`src/rtl/svm_pwm.sv`:
```
// Min-max space-vector modulator driving a center-aligned three-phase PWM.
// A three-stage command pipeline fills a shadow compare bank; the bank is loaded at each carrier period boundary.
module svm_pwm #(
    parameter int unsigned D_WIDTH = 16,
    parameter int unsigned Q_BITS  = 15,
    parameter int unsigned PERIOD  = 1024
) (
    input  logic                      clk,
    input  logic                      rstb,
    input  logic signed [D_WIDTH-1:0] va_in,
    input  logic signed [D_WIDTH-1:0] vb_in,
    input  logic signed [D_WIDTH-1:0] vc_in,
    input  logic                      valid,
    output logic                      ready,
    output logic                      pwmA_out,
    output logic                      pwmB_out,
    output logic                      pwmC_out,
    output logic                      sync_out
);
    localparam int unsigned CW  = $clog2(PERIOD);
    localparam int unsigned DW1 = D_WIDTH + 1;
    localparam int unsigned DW2 = D_WIDTH + 2;
    localparam int unsigned PW  = Q_BITS + CW + 2;
    localparam logic signed [DW2-1:0] SatHi = DW2'((1 << Q_BITS) - 1);
    localparam logic signed [DW2-1:0] SatLo = DW2'(-(1 << Q_BITS));
    localparam logic signed [DW2-1:0] Bias  = DW2'(1 << Q_BITS);

    typedef enum logic {DirUp, DirDown} dir_e;

    logic signed [D_WIDTH-1:0] r_v0 [3];
    logic signed [D_WIDTH-1:0] r_v1 [3];
    logic signed [D_WIDTH-1:0] r_vmax, r_vmin, w_vmax, w_vmin;
    logic signed [DW2-1:0]     r_vs [3];
    logic signed [DW2-1:0]     w_vs [3];
    logic signed [DW2-1:0]     w_vx [3];
    logic signed [DW2-1:0]     w_biased [3];
    logic [PW-1:0]             w_prod [3];
    logic [CW-1:0]             w_cmp_new [3];
    logic [CW-1:0]             w_cmp_d [3];
    logic [CW-1:0]             r_shadow [3];
    logic [CW-1:0]             r_cmp [3];
    logic signed [DW1-1:0]     w_sum, w_voff;
    logic [2:0]                w_unused_bits;
    logic                      r_p0, r_p1, r_p2, r_shadow_full;
    logic [2:0]                r_pwm;
    logic                      r_sync;
    logic [CW-1:0]             r_cnt, w_cnt_d;
    dir_e                      r_dir, w_dir_d;
    logic                      w_accept, w_boundary, w_load;

    assign ready      = !(r_p0 || r_p1 || r_p2) && !r_shadow_full;
    assign w_accept   = valid && ready;
    assign w_boundary = (r_dir == DirDown) && (r_cnt == '0);
    assign w_load     = w_boundary && r_shadow_full;

    always_comb begin
        w_vmax = r_v0[0];
        w_vmin = r_v0[0];
        for (int i = 1; i < 3; i++) begin
            if (r_v0[i] > w_vmax) w_vmax = r_v0[i];
            if (r_v0[i] < w_vmin) w_vmin = r_v0[i];
        end
    end

    // Zero-sequence offset, saturation and scaling onto the carrier range.
    always_comb begin
        w_sum  = $signed({r_vmax[D_WIDTH-1], r_vmax}) + $signed({r_vmin[D_WIDTH-1], r_vmin});
        w_voff = -(w_sum >>> 1);
        for (int i = 0; i < 3; i++) begin
            w_vx[i] = $signed({{2{r_v1[i][D_WIDTH-1]}}, r_v1[i]})
                    + $signed({w_voff[DW1-1], w_voff});
            if (w_vx[i] > SatHi)      w_vs[i] = SatHi;
            else if (w_vx[i] < SatLo) w_vs[i] = SatLo;
            else                      w_vs[i] = w_vx[i];
            w_biased[i]      = r_vs[i] + Bias;
            w_prod[i]        = PW'(w_biased[i][Q_BITS:0]) * PW'(PERIOD);
            w_cmp_new[i]     = w_prod[i][Q_BITS+1 +: CW];
            w_unused_bits[i] = ^{w_biased[i][DW2-1:Q_BITS+1], w_prod[i][Q_BITS:0],
                                 w_prod[i][PW-1]};
            w_cmp_d[i]       = w_load ? r_shadow[i] : r_cmp[i];
        end
    end

    always_comb begin
        w_dir_d = r_dir;
        w_cnt_d = r_cnt;
        unique case (r_dir)
            DirUp: begin
                if (r_cnt == CW'(PERIOD - 1)) w_dir_d = DirDown;
                else                          w_cnt_d = r_cnt + CW'(1);
            end
            DirDown: begin
                if (r_cnt == '0) w_dir_d = DirUp;
                else             w_cnt_d = r_cnt - CW'(1);
            end
            default: ;
        endcase
    end

    always_ff @(posedge clk or negedge rstb) begin
        if (!rstb) begin
            r_dir <= DirUp;
            r_cnt <= '0;
        end else begin
            r_dir <= w_dir_d;
            r_cnt <= w_cnt_d;
        end
    end

    always_ff @(posedge clk or negedge rstb) begin
        if (!rstb) begin
            r_p0          <= 1'b0;
            r_p1          <= 1'b0;
            r_p2          <= 1'b0;
            r_shadow_full <= 1'b0;
            r_vmax        <= '0;
            r_vmin        <= '0;
            r_pwm         <= '0;
            r_sync        <= 1'b0;
            for (int i = 0; i < 3; i++) begin
                r_v0[i]     <= '0;
                r_v1[i]     <= '0;
                r_vs[i]     <= '0;
                r_shadow[i] <= '0;
                r_cmp[i]    <= '0;
            end
        end else begin
            r_p0   <= w_accept;
            r_p1   <= r_p0;
            r_p2   <= r_p1;
            r_vmax <= w_vmax;
            r_vmin <= w_vmin;
            if (w_accept) begin
                r_v0[0] <= va_in;
                r_v0[1] <= vb_in;
                r_v0[2] <= vc_in;
            end
            // A stage-3 write coinciding with a boundary only arms the shadow.
            if (r_p2)        r_shadow_full <= 1'b1;
            else if (w_load) r_shadow_full <= 1'b0;
            for (int i = 0; i < 3; i++) begin
                r_v1[i] <= r_v0[i];
                r_vs[i] <= w_vs[i];
                if (r_p2) r_shadow[i] <= w_cmp_new[i];
                r_cmp[i] <= w_cmp_d[i];
                // Compared against next-state values so the output lines up with r_cnt.
                r_pwm[i] <= (w_cnt_d < w_cmp_d[i]);
            end
            r_sync <= w_boundary;
        end
    end

    assign pwmA_out = r_pwm[0];
    assign pwmB_out = r_pwm[1];
    assign pwmC_out = r_pwm[2];
    assign sync_out = r_sync;

endmodule

```
`config.mk`:
```
export PLATFORM = sky130hd
export DESIGN_NAME = svm_pwm
export DESIGN_NICKNAME = d
export VERILOG_FILES = /design/src/rtl/svm_pwm.sv
export SDC_FILE = /design/constraint.sdc
export NUM_CORES = 1
export LEC_CHECK = 0
export ABC_AREA = 1
export BUFFER_PORTS_ARGS = -buffer_cell sky130_fd_sc_hd__clkbuf_2
export CAP_MARGIN = 20
export CORE_AREA = 5 5 204 206
export CTS_CLUSTER_DIAMETER = 50
export DETAILED_ROUTE_END_ITERATION = 10
export DIE_AREA = 0 0 209 211
export GPL_TIMING_DRIVEN = 0
export PLACE_DENSITY_LB_ADDON = 0.12
export SLEW_MARGIN = 25
export SYNTH_ARGS = -nofsm -noshare
export SYNTH_HDL_FRONTEND = slang
export SYNTH_SLANG_ARGS = --single-unit
```
`constraint.sdc`:
```
create_clock -name clk -period 7.7 [get_ports clk]
set_input_delay 1.54 -clock clk [delete_from_list [all_inputs] [get_ports clk]]
set_output_delay 1.54 -clock clk [all_outputs]
set_load 0.05 [all_outputs]
```
### Word level (Yosys, flattened, before mapping)

Index checks and enable logic that the tools add are counted.

| operators by class | value |
|---|---|
| $add $sub $neg | 10 |
| $lt $le $gt $ge | 13 |
| equality and inequality tests | 1 |
| mux-type cells | 21 |
| bitwise operators | 1 |
| reductions and logical operators | 10 |

Operators with widths:

| operator | count |
|---|---|
| $mux 16 | 10 |
| $add 16x17->18 | 3 |
| $gt 18x16->1 const B | 3 |
| $lt 18x16->1 const B | 3 |
| $mux 10 | 5 |
| $add 16x16->16 const B | 3 |
| $gt 16x16->1 | 2 |
| $lt 16x16->1 | 2 |
| $lt 10x10->1 | 3 |
| $pmux 10 s2 | 1 |
| $add 16x16->17 | 1 |
| $neg 16->17 | 1 |
| $add 10x1->10 const B | 1 |
| $eq 10x10->1 const B | 1 |
| $logic_not 10->1 | 1 |
| $sub 10x1->10 const B | 1 |
| $logic_and 1x1->1 | 4 |
| $mux 1 | 4 |
| $logic_not 1->1 | 2 |
| $logic_or 1x1->1 | 2 |
| $pmux 1 s2 | 1 |
| $reduce_bool 2->1 | 1 |
| $not 1->1 | 1 |

| storage, ports and cells | value |
|---|---|
| flip-flop bits (word level) | 255 |
| input bits | 51 |
| output and inout bits | 5 |
| word-level logic and storage cells | 81 |

### Logic depth before layout (Yosys ltp)

Gate-level depths: netlist of the first run.

| depth | value |
|---|---|
| depth in word-level cells | 6 |
| gate-level depth with buffers | 32 |
| gate-level depth less buffers | 30 |

### Least setup slack after synthesis of the first run

No wires, ideal clock.

| timing path | value |
|---|---|
| path kind | register -> register |
| start | reg r_vmax[1] |
| end | reg r_vs[24] (netlist name) |
| setup time | 0.067 ns |
| arrival | 3.649 ns |
| required time | 7.633 ns |
| setup slack | 3.984 ns |
| stages on the path, launching flop included | 25 |
| path buffers | 0 |
| clock period less this slack | 3.716 ns |
| cells stage by stage | dfrtp_1 inv_1 fa_1 o21ai_2 nand2_1 nand2_1 nand2_1 a21oi_2 a21oi_2 xor2_1 nand2_1 nor2_1 nand3_1 xor2_1 inv_1 ha_1 a21oi_1 o21ai_0 a21o_1 a21boi_2 xor2_1 nand2_1 nand2_2 nand3_1 nand2_1 |

RTL lines:

| item | line | RTL |
|---|---|---|
| from (decl) | 32 | `logic signed [D_WIDTH-1:0] r_vmax, r_vmin, w_vmax, w_vmin;` |
| from (signal assigned) | 131 | `r_vmax <= w_vmax;` |
| to (signal, indexed assignment) | 143 | `r_vs[i] <= w_vs[i];` |
| to (decl) | 33 | `logic signed [DW2-1:0] r_vs [3];` |

==> run summary, run 1 <==
• **endpoints failing hold** 0
• **die boundary height** 211 um
• **HP Start** r_v0[36]$_DFFE_PN0P_
• **count of pins on the block boundary** 56
• **routed metal-1 wire length** 15900 um
• **Die Wd** 209 um
• **post-cts hold buffer count** 0
• **data required time at the worst endpoint** 8170 ps
• **initial core utilization** 34.6%
• **Area contributors post-synth** sky130_fd_sc_hd__dfrtp_1 (43%), sky130_fd_sc_hd__ha_1 (13%), sky130_fd_sc_hd__nand2_1 (12%)
• **post-synthesis sequential area ratio** 43.5%
• **kind of end point of the critical path** register
• **number of library cell types mapped by synthesis** 60
• **overall die area** 0.0441 mm^2
• **cell depth of the worst flop-to-flop path** 23
• **Fmax achieved** 0.219 GHz
• **Worst Path Max Fanout** 9
• **placer congestion estimate** 0.862
• **area occupied by multi-input gates** 0.00684 mm^2
• **antenna diode count** 0
• **growth of design area from synthesis to finish** 16.0%
• **Max clock buf depth** 3
• **sum of met3 wire segment lengths after detailed routing** 1270 um
• **final routed DRC violation total** 0
• **Core Rows** 73
• **postcts setup bufs** 0
• **share of Yosys cell area claimed by the top area cell type** 43.5%
• **CTS H-Tree Depth** 2
• **DPL Wire Length** 29200 um
• **total of endpoints with negative setup slack in the final report** 0
• **number of register bits inferred by synthesis** 237
• **routed vias** 10668
• **warning count from the yosys run** 0
• **quantity of I/O buffers inserted on ports** 55
• **Floorplan Core Area** 0.0395 mm^2
• **cell type with the highest aggregate area in the netlist** sky130_fd_sc_hd__dfrtp_1
• **setup TNS after final layout** 0 ps
• **worst relative slew slack** 46.3%
• **share of the clock period used by the worst path after layout** 59.2%
• **wire length per cell after detailed routing** 16.3 um
• **commonest non-fill, non-tap cells in the layout** sky130_fd_sc_hd__nand2_1 (424), sky130_fd_sc_hd__dfrtp_1 (237), sky130_fd_sc_hd__inv_1 (173), sky130_fd_sc_hd__ha_1 (143), sky130_fd_sc_hd__o21ai_0 (127)
• **type of the tightest min-delay check** reg2reg
• **antenna violations before repair** 1
• **hold-critical path depth** 0
• **launching point of the worst reg2reg path** r_vmax[1]$_DFF_PN0_
• **crit path launch type** register
• **async set-or-reset flop fraction in the synthesized netlist** 100%
• **Resized Gates After CTS** 0
• **Clock Sink Count** 237
• **total instance count after detailed placement** 2196
• **final net count** 1907
• **maximum number of pins on one net before global-route repair** 82
• **Mapped Avg Cell Area** 8.46 um^2
• **leftover overflow at the end of global routing** 0
• **worst path cell trace** inv_1 > fa_1 > o21ai_2 > a21oi_1 > o21bai_1 > xor2_1 > inv_2 > o21ai_1 > nor3_1 > xor2_1 > inv_1 > ha_1 > a21oi_1 > o21ai_1 > nand2_1 > nand2_1 > a21o_1 > a21boi_2 > xor2_1 > nand2_1 > nand2_2 > nand3_1 > nand2_1
• **Seq. cell area** 0.00593 mm^2
• **uppermost layer routed** met4
• **total count of max-transition violations in the final report** 0
• **Worst EP arrival** 5030 ps
• **RSZ-0062 raised after global routing** no
• **CP most frequent cell** sky130_fd_sc_hd__nand2_1
• **end of the worst hold path** r_v1[36]$_DFF_PN0_
• **most common library cell in the layout ignoring fill and taps** sky130_fd_sc_hd__nand2_1
• **Final min period** 4560 ps
• **post-route clock skew** 21.7 ps
• **Detail Route met2 WL** 18200 um
• **fill cell total of the finished layout** 4126
• **CP max-delay cell** sky130_fd_sc_hd__fa_1
• **Net Count, Synth** 1811
• **layout cells sized above 1** 11.5%
• **overall global routing resource usage** 16.9%
• **post-synthesis instance total** 1613
• **number of enable-type register cells in the synthesized netlist** 0
• **clock root buffer master** sky130_fd_sc_hd__clkbuf_16
• **Worst-Skew Late Latency** 540 ps
• **outcome** completed
• **detailed-route vias per instance** 4.72
• **number of DRC violations after detailed-routing iteration 0** 524
• **FF-to-FF End** r_vs[24]$_DFF_PN0_
• **CTS tree** done
• **via count of the first global-routing pass** 10856
• **worst slew pin tran** 806 ps
• **critical path class** reg2reg
• **filler-free cell count of the finished design** 2260
• **TritonRoute pass-1 iters** 5
• **first-pass GRT wire length** 58900 um
• **number of max-cap violations** 0
• **clock buffer count from CTS** 36
• **most used flip-flop cell after synthesis** sky130_fd_sc_hd__dfrtp_1
• **Slowest Stage Delay on Critical Path** 470 ps
• **Register-to-Register Setup Slack** 3140 ps
• **Worst Setup SP** r_vmax[1]$_DFF_PN0_
• **clock edge transition at the registers on the reported setup and hold paths** 60 ps
• **cell area after synthesis** 0.0136 mm^2
• **wire length after detailed routing** 36800 um
• **Final ANT Viol Nets** 0
==> cell type report <==
type	count	share of cell area [%]
Multi-Input combinational cell	1148	43.2
Sequential cell	237	37.5
Clock buffer	43	6.12
Inverter	193	4.58
Tap cell	525	4.15
Timing Repair Buffer	58	2.32
Clock inverter	21	1.17
Buffer	35	0.949
==> logic make-up (layout without fill, tap and decap cells) <==
group	Yosys count	in the layout	synth area share, %
simple gates	627	627	19.5
buf+inv	228	350	6.41
compound gates	313	313	12.8
flops	237	237	43.5
fa+ha+maj	147	147	13.7
xor+xnor	61	61	4.14
==> worst max-delay path: cells and delay by family, from the launching register on <==
| kind | cells | cell delay (ps) |
|---|---|---|
| compound gates | 8 | 1390 |
| simple gates | 7 | 1030 |
| fa+ha+maj | 2 | 830 |
| xor+xnor | 3 | 590 |
| flops | 1 | 350 |
| buf+inv | 3 | 280 |
==> worst max-delay path by stage <==
| stage | endpoint | slack, ps | cells past startpoint |
|---|---|---|---|
| finish | r_vs[24]$_DFF_PN0_ | 3140 | 23 |
| global route | r_vs[24]$_DFF_PN0_ | 2750 | 24 |
| CTS | r_vs[24]$_DFF_PN0_ | 3100 | 24 |
| detailed placement | r_vs[24]$_DFF_PN0_ | 3150 | 24 |
| global placement | r_v0[13]$_DFFE_PN0P_ | 30 | 1 |
| floorplan | r_vs[24]$_DFF_PN0_ | 3980 | 24 |
==> routing by layer <==
| layer | up-vias | global-route usage [%] |
|---|---|---|
| met2 | 159 | 29.8 |
| met3 | 82 | 3.30 |
| met4 | 0 | 6.55 |
| met1 | 4930 | 20.6 |
| met5 | - | 0 |
| li1 | 5497 | - |
==> state kept, by name (all words and copies together) (netlist names) <==
name and count:
r_v0 48, r_v1 48, r_cmp 30, r_shadow 30
r_vs 30, r_vmax 16, r_vmin 16, r_cnt 10
r_pwm 3, r_dir 1, r_p0 1, r_p1 1
r_p2 1, r_shadow_full 1, sync_out 1
==> synthesized netlist by cell type, types with 6 or more instances <==
cell type	number
sky130_fd_sc_hd__a21oi_1	102
sky130_fd_sc_hd__buf_2	6
sky130_fd_sc_hd__clkbuf_1	22
sky130_fd_sc_hd__dfrtp_1	237
sky130_fd_sc_hd__ha_1	143
sky130_fd_sc_hd__inv_1	173
sky130_fd_sc_hd__inv_2	19
sky130_fd_sc_hd__nand2_1	424
sky130_fd_sc_hd__nand2_2	19
sky130_fd_sc_hd__nand3_1	60
sky130_fd_sc_hd__nand4_1	12
sky130_fd_sc_hd__nor2_1	69
sky130_fd_sc_hd__nor3_1	12
sky130_fd_sc_hd__nor4_1	6
sky130_fd_sc_hd__o21ai_0	127
sky130_fd_sc_hd__o21ai_1	37
sky130_fd_sc_hd__xnor2_1	20
sky130_fd_sc_hd__xor2_1	37
==> metrics by stage <==
stage               hold slack, ps  setup slack (ps)  instance area (um^2)  utilization [%]
CTS                            374              3100                 15800             40.1
finish                         372              3140                 15800             40.1
floorplan                      346              3980                 13600                -
global route                   380              2750                 15800             40.1
global placement               357              26.7                 14600             36.9
detailed placement             361              3150                 14700             37.2
Power of run 1 is left out: the tool's default activity adds up to more than one toggle a clock period on the data nets, which glitch-free logic cannot reach.
==> inputs of run 2 (changes only) <==
==> constraint.sdc (replaced) <==
create_clock -name clk -period 4.39 [get_ports clk]
set_input_delay 0.878 -clock clk [delete_from_list [all_inputs] [get_ports clk]]
set_output_delay 0.878 -clock clk [all_outputs]
set_load 0.05 [all_outputs]
==> run 2 against run 1 <==
  * Final cell count is 0.75% higher
  * Worst setup slack got worse by 2900 ps
  * Die area stayed put
  * Core utilization rose by 1.5 points
  * Flip-flop and latch count unchanged
  * Maximum frequency up 11%
  * Critical path type unchanged
  * Critical endpoint is now r_vs[32]$_DFF_PN0_
==> run summary, run 2 (synthesis gave the netlist of run 1 again) <==
• **routed metal-1 wire length** 16000 um
• **total of endpoints with negative setup slack in the final report** 0
• **total instance count after detailed placement** 2196
• **data required time at the worst endpoint** 4790 ps
• **wire length per cell after detailed routing** 16.4 um
• **final routed DRC violation total** 0
• **setup TNS after final layout** 0 ps
• **kind of end point of the critical path** register
• **count of pins on the block boundary** 56
• **Final min period** 4110 ps
• **Fmax achieved** 0.243 GHz
• **routed vias** 10810
• **Floorplan Core Area** 0.0395 mm^2
• **fill cell total of the finished layout** 4099
• **post-cts hold buffer count** 0
• **outcome** completed
• **placer congestion estimate** 0.862
• **clock buffer count from CTS** 36
• **worst relative slew slack** 46.4%
• **commonest non-fill, non-tap cells in the layout** sky130_fd_sc_hd__nand2_1 (422), sky130_fd_sc_hd__dfrtp_1 (236), sky130_fd_sc_hd__inv_1 (164), sky130_fd_sc_hd__ha_1 (123), sky130_fd_sc_hd__o21ai_0 (106)
• **leftover overflow at the end of global routing** 0
• **growth of design area from synthesis to finish** 20.3%
• **sum of met3 wire segment lengths after detailed routing** 1300 um
• **launching point of the worst reg2reg path** r_vmin[3]$_DFF_PN0_
• **number of max-cap violations** 0
• **antenna violations before repair** 1
• **initial core utilization** 34.6%
• **most common library cell in the layout ignoring fill and taps** sky130_fd_sc_hd__nand2_1
• **filler-free cell count of the finished design** 2277
• **endpoints failing hold** 0
• **share of the clock period used by the worst path after layout** 93.7%
• **die boundary height** 211 um
• **total count of max-transition violations in the final report** 0
• **overall die area** 0.0441 mm^2
• **final net count** 1923
• **layout cells sized above 1** 16.4%
• **Worst EP arrival** 4510 ps
• **maximum number of pins on one net before global-route repair** 82
• **Worst-Skew Late Latency** 540 ps
• **clock edge transition at the registers on the reported setup and hold paths** 60 ps
• **quantity of I/O buffers inserted on ports** 55
• **critical path class** reg2reg
• **Worst Path Max Fanout** 5
• **uppermost layer routed** met4
• **detailed-route vias per instance** 4.75
• **via count of the first global-routing pass** 10872
• **FF-to-FF End** r_vs[32]$_DFF_PN0_
• **first-pass GRT wire length** 59000 um
• **Max clock buf depth** 3
• **Worst Slack Setup Final** 276 ps
• **CTS tree** done
• **DPL Wire Length** 29200 um
• **cell depth of the worst flop-to-flop path** 23
• **worst slew pin tran** 805 ps
• **wire length after detailed routing** 37400 um
• **Final ANT Viol Nets** 0
• **post-route clock skew** 21.3 ps
• **CTS H-Tree Depth** 2
• **clock root buffer master** sky130_fd_sc_hd__clkbuf_16
• **crit path launch type** register
• **Die Wd** 209 um
• **type of the tightest min-delay check** in2async
• **TritonRoute pass-1 iters** 5
• **Placement Setup Slack** -163 ps
• **Register-to-Register Setup Slack** 280 ps
• **Core Rows** 73
• **overall global routing resource usage** 16.9%
• **Detail Route met2 WL** 18400 um
• **number of DRC violations after detailed-routing iteration 0** 503
• **Worst Setup SP** r_vmin[3]$_DFF_PN0_
• **Clock Sink Count** 237
• **biggest regs** r_v0 x48, r_v1 x48
[run 2: cell count changes in the layout (fill, tap and decap cells not counted), moves of 9 or more]
cell and delta:
sky130_fd_sc_hd__o21ai_0 -21, sky130_fd_sc_hd__ha_1 -20, sky130_fd_sc_hd__ha_4 +17, sky130_fd_sc_hd__o21ai_1 +15, sky130_fd_sc_hd__buf_4 +13, sky130_fd_sc_hd__inv_1 -9, sky130_fd_sc_hd__inv_2 +9
[run 2: how the worst max path moves through the flow]
stage / to / slack, ps / cells past startpoint
detailed placement: r_vs[24]$_DFF_PN0_ / -160 / 24
global route: r_vs[24]$_DFF_PN0_ / -70 / 25
global placement: r_v0[13]$_DFFE_PN0P_ / -2620 / 1
floorplan: r_vs[24]$_DFF_PN0_ / 670 / 24
finish: r_vs[32]$_DFF_PN0_ / 280 / 23
CTS: r_vs[24]$_DFF_PN0_ / 4 / 24
[run 2: stage by stage]
| step | util (%) | area (um^2) | hold slack, ps |
|---|---|---|---|
| after floorplan | - | 13600 | 346 |
| after CTS | 40.2 | 15900 | 272 |
| after global placement | 36.9 | 14600 | 357 |
| after detailed placement | 37.2 | 14700 | 361 |
| after global routing | 41.6 | 16400 | 285 |
| final | 41.6 | 16400 | 279 |
[run 2: per-layer routing]
| layer | vias to the layer above | track usage [%] |
|---|---|---|
| met3 | 92 | 3.30 |
| met4 | 0 | 6.55 |
| met1 | 5028 | 20.6 |
| met5 | - | 0 |
| met2 | 164 | 29.8 |
| li1 | 5526 | - |
[run 2: cell type report]
| cell class | count | area (um^2) | area share (%) |
|---|---|---|---|
| Multi-Input combinational cell | 1150 | 7290 | 44.4 |
| Sequential cell | 237 | 5930 | 36.1 |
| Clock buffer | 43 | 968 | 5.90 |
| Inverter | 193 | 724 | 4.41 |
| Tap cell | 525 | 657 | 4.00 |
| Timing Repair Buffer | 72 | 484 | 2.95 |
| Clock inverter | 21 | 185 | 1.13 |
| Buffer | 35 | 166 | 1.01 |
| Antenna cell | 1 | 2.50 | 0.0152 |
[run 2: critical path, stage by stage, from the launching register on]
cell and delay (ps):
sky130_fd_sc_hd__dfrtp_1 380, sky130_fd_sc_hd__ha_2 400, sky130_fd_sc_hd__nand2_1 100, sky130_fd_sc_hd__o21ai_4 160
sky130_fd_sc_hd__buf_4 140, sky130_fd_sc_hd__xor2_2 200, sky130_fd_sc_hd__nand2_2 110, sky130_fd_sc_hd__nor2_4 130
sky130_fd_sc_hd__nand2_2 80, sky130_fd_sc_hd__nor2_4 150, sky130_fd_sc_hd__nand3_2 100, sky130_fd_sc_hd__nand3b_4 160
sky130_fd_sc_hd__xor2_1 180, sky130_fd_sc_hd__inv_2 150, sky130_fd_sc_hd__ha_4 330, sky130_fd_sc_hd__nand2_1 70
sky130_fd_sc_hd__o21ai_1 140, sky130_fd_sc_hd__a21o_1 150, sky130_fd_sc_hd__a21boi_2 80, sky130_fd_sc_hd__buf_4 140
sky130_fd_sc_hd__xor2_2 170, sky130_fd_sc_hd__buf_4 160, sky130_fd_sc_hd__o21bai_4 190, sky130_fd_sc_hd__nand2_1 90
[run 2: timing repair]
action / in CTS / in global routing
resized for setup: 12 / 103
setup endpoints to repair: 42 / 59
setup buffers: 1 / 13
pin swaps: 2 / 15
cloned: 0 / 2
Power of run 2 is left out for the same reason.
==> inputs of run 3 (changes only) <==
--- a/config.mk
+++ b/config.mk
@@ -6,12 +6,13 @@
 export NUM_CORES = 1
 export LEC_CHECK = 0
 export ABC_AREA = 1
+export ABC_CLOCK_PERIOD_IN_PS = 4390
 export BUFFER_PORTS_ARGS = -buffer_cell sky130_fd_sc_hd__clkbuf_2
 export CAP_MARGIN = 20
-export CORE_AREA = 5 5 204 206
+export CORE_AREA = 5 5 191 193
 export CTS_CLUSTER_DIAMETER = 50
 export DETAILED_ROUTE_END_ITERATION = 10
-export DIE_AREA = 0 0 209 211
+export DIE_AREA = 0 0 196 198
 export GPL_TIMING_DRIVEN = 0
 export PLACE_DENSITY_LB_ADDON = 0.12
 export SLEW_MARGIN = 25
==> run 3 against run 2 <==
  * Routed wire length shrank 2.5%
  * Maximum frequency shrank 0.37%
  * Worst hold slack gained 23 ps
  * Via count grew 0.15%
  * Core utilization grew 5.9 points
  * Design area shrank 0.46%
  * Clock skew grew 9.2 ps
  * Highest routed layer is now met5
==> run summary, run 3 (synthesis gave the netlist of run 1 again) <==
• **growth of design area from synthesis to finish** 19.7%
• **commonest non-fill, non-tap cells in the layout** sky130_fd_sc_hd__nand2_1 (422), sky130_fd_sc_hd__dfrtp_1 (237), sky130_fd_sc_hd__inv_1 (166), sky130_fd_sc_hd__ha_1 (125), sky130_fd_sc_hd__o21ai_0 (104)
• **endpoints failing hold** 0
• **Worst-Skew Late Latency** 550 ps
• **total of endpoints with negative setup slack in the final report** 0
• **Placement Setup Slack** -84.7 ps
• **DPL Wire Length** 28200 um
• **number of max-cap violations** 0
• **total count of max-transition violations in the final report** 0
• **most common library cell in the layout ignoring fill and taps** sky130_fd_sc_hd__nand2_1
• **number of DRC violations after detailed-routing iteration 0** 529
• **first-pass GRT wire length** 58000 um
• **filler-free cell count of the finished design** 2205
• **Floorplan Core Area** 0.0344 mm^2
• **post-cts hold buffer count** 0
• **worst relative slew slack** 45.0%
• **RSZ-0062 raised after global routing** yes
• **Core Rows** 68
• **Worst Path Max Fanout** 6
• **antenna violations before repair** 1
• **Clock Sink Count** 237
• **CTS H-Tree Depth** 2
• **clock root buffer master** sky130_fd_sc_hd__clkbuf_16
• **quantity of I/O buffers inserted on ports** 55
• **initial core utilization** 39.7%
• **final routed DRC violation total** 0
• **biggest regs** r_v0 x48, r_v1 x48
• **routed vias** 10826
• **antenna diode count** 0
• **overall global routing resource usage** 18.9%
• **wire length per cell after detailed routing** 16.5 um
• **Register-to-Register Setup Slack** 260 ps
• **worst slew pin tran** 824 ps
• **Die Wd** 196 um
• **cell depth of the worst flop-to-flop path** 25
• **clock edge transition at the registers on the reported setup and hold paths** 60 ps
• **data required time at the worst endpoint** 4790 ps
• **kind of end point of the critical path** register
• **launching point of the worst reg2reg path** r_vmax[1]$_DFF_PN0_
• **count of pins on the block boundary** 56
• **detailed-route vias per instance** 4.91
• **final net count** 1921
• **CP bufs+invs** 6
• **Worst Slack Setup Final** 260 ps
• **Slowest Stage Delay on Critical Path** 420 ps
• **maximum number of pins on one net before global-route repair** 71
• **Max clock buf depth** 3
• **wire length after detailed routing** 36500 um
• **leftover overflow at the end of global routing** 0
• **share of the clock period used by the worst path after layout** 94.1%
• **layout cells sized above 1** 15.9%
• **Worst EP arrival** 4520 ps
• **Final ANT Viol Nets** 0
• **post-route clock skew** 30.5 ps
• **crit path launch type** register
• **Fmax achieved** 0.242 GHz
• **overall die area** 0.0388 mm^2
• **outcome** completed
• **critical path class** reg2reg
• **via count of the first global-routing pass** 10888
• **total instance count after detailed placement** 2126
• **CP most frequent cell** sky130_fd_sc_hd__nand2_1
• **Final min period** 4130 ps
• **CTS tree** done
• **clock buffer count from CTS** 38
• **FF-to-FF End** r_vs[32]$_DFF_PN0_
• **type of the tightest min-delay check** in2async
• **CP max-delay cell** sky130_fd_sc_hd__fa_2
• **TritonRoute pass-1 iters** 5
• **die boundary height** 198 um
• **family with the most delay on the worst path** compound AO/OA/AOI/OAI gates
• **placer congestion estimate** 0.894
==> run 3: worst max-delay path by stage <==
stage,slack (ps),depth (start not counted),to,start
global placement,-2580,1,r_v0[11]$_DFFE_PN0P_,rstb
CTS,10,24,r_vs[24]$_DFF_PN0_,r_vmax[1]$_DFF_PN0_
global route,-20,25,r_vs[32]$_DFF_PN0_,r_vmax[0]$_DFF_PN0_
floorplan,670,24,r_vs[24]$_DFF_PN0_,r_vmax[1]$_DFF_PN0_
detailed placement,-80,22,r_vmax[14]$_DFF_PN0_,r_v0[45]$_DFFE_PN0P_
finish,260,25,r_vs[32]$_DFF_PN0_,r_vmax[1]$_DFF_PN0_
==> run 3: worst reg2reg max path: cells and delay by family, from the launching register on <==
family / cells / cell delay [ps]
buffers and inverters: 6 / 680
xor gates and xnor gates: 2 / 230
adders and majority gates: 2 / 770
and+or+nand+nor: 9 / 930
AOI/OAI and AO/OA: 6 / 1010
DFF: 1 / 350
==> run 3: layer usage <==
layer / share of wire, % / vias up / wire, um / track usage (%)
li1: - / 5529 / - / -
met1: 43 / 4968 / 15600 / 23.4
met2: 49 / 238 / 17800 / 33.0
met3: 4.1 / 89 / 1500 / 2.91
met4: 4.3 / 2 / 1580 / 7.91
met5: 0.036 / - / 13 / 0
==> run 3: repair_timing <==
item | in CTS | in global routing
gates resized for setup | 13 | 93
pin swaps | 2 | 12
endpoints found under the setup margin | 37 | 59
setup buffers | 2 | 7
cloned | 0 | 3
==> run 3: metrics by stage <==
| stage | TNS [ps] | hold WS, ps | utilization, % | area [um^2] |
|---|---|---|---|---|
| 4_1_cts | 0 | 304 | 46.3 | 15900 |
| 2_1_floorplan | 0 | 346 | - | 13600 |
| 3_5_place_dp | -738 | 359 | 42.4 | 14600 |
| 5_1_grt | -97.8 | 323 | 47.5 | 16300 |
| 3_3_place_gp | -600010 | 355 | 42.1 | 14500 |
| 6_report | 0 | 302 | 47.5 | 16300 |
==> run 3: area by class of cell <==
class / count / area [um^2]
tap: 455 / 569
sequential: 237 / 5930
inverter: 193 / 724
clock buffer: 41 / 992
clock inverter: 26 / 288
fill: 3417 / 18000
timing repair buffer: 67 / 434
multi-input combinational: 1151 / 7230
buffer: 35 / 166
Power of run 3 is left out for the same reason.
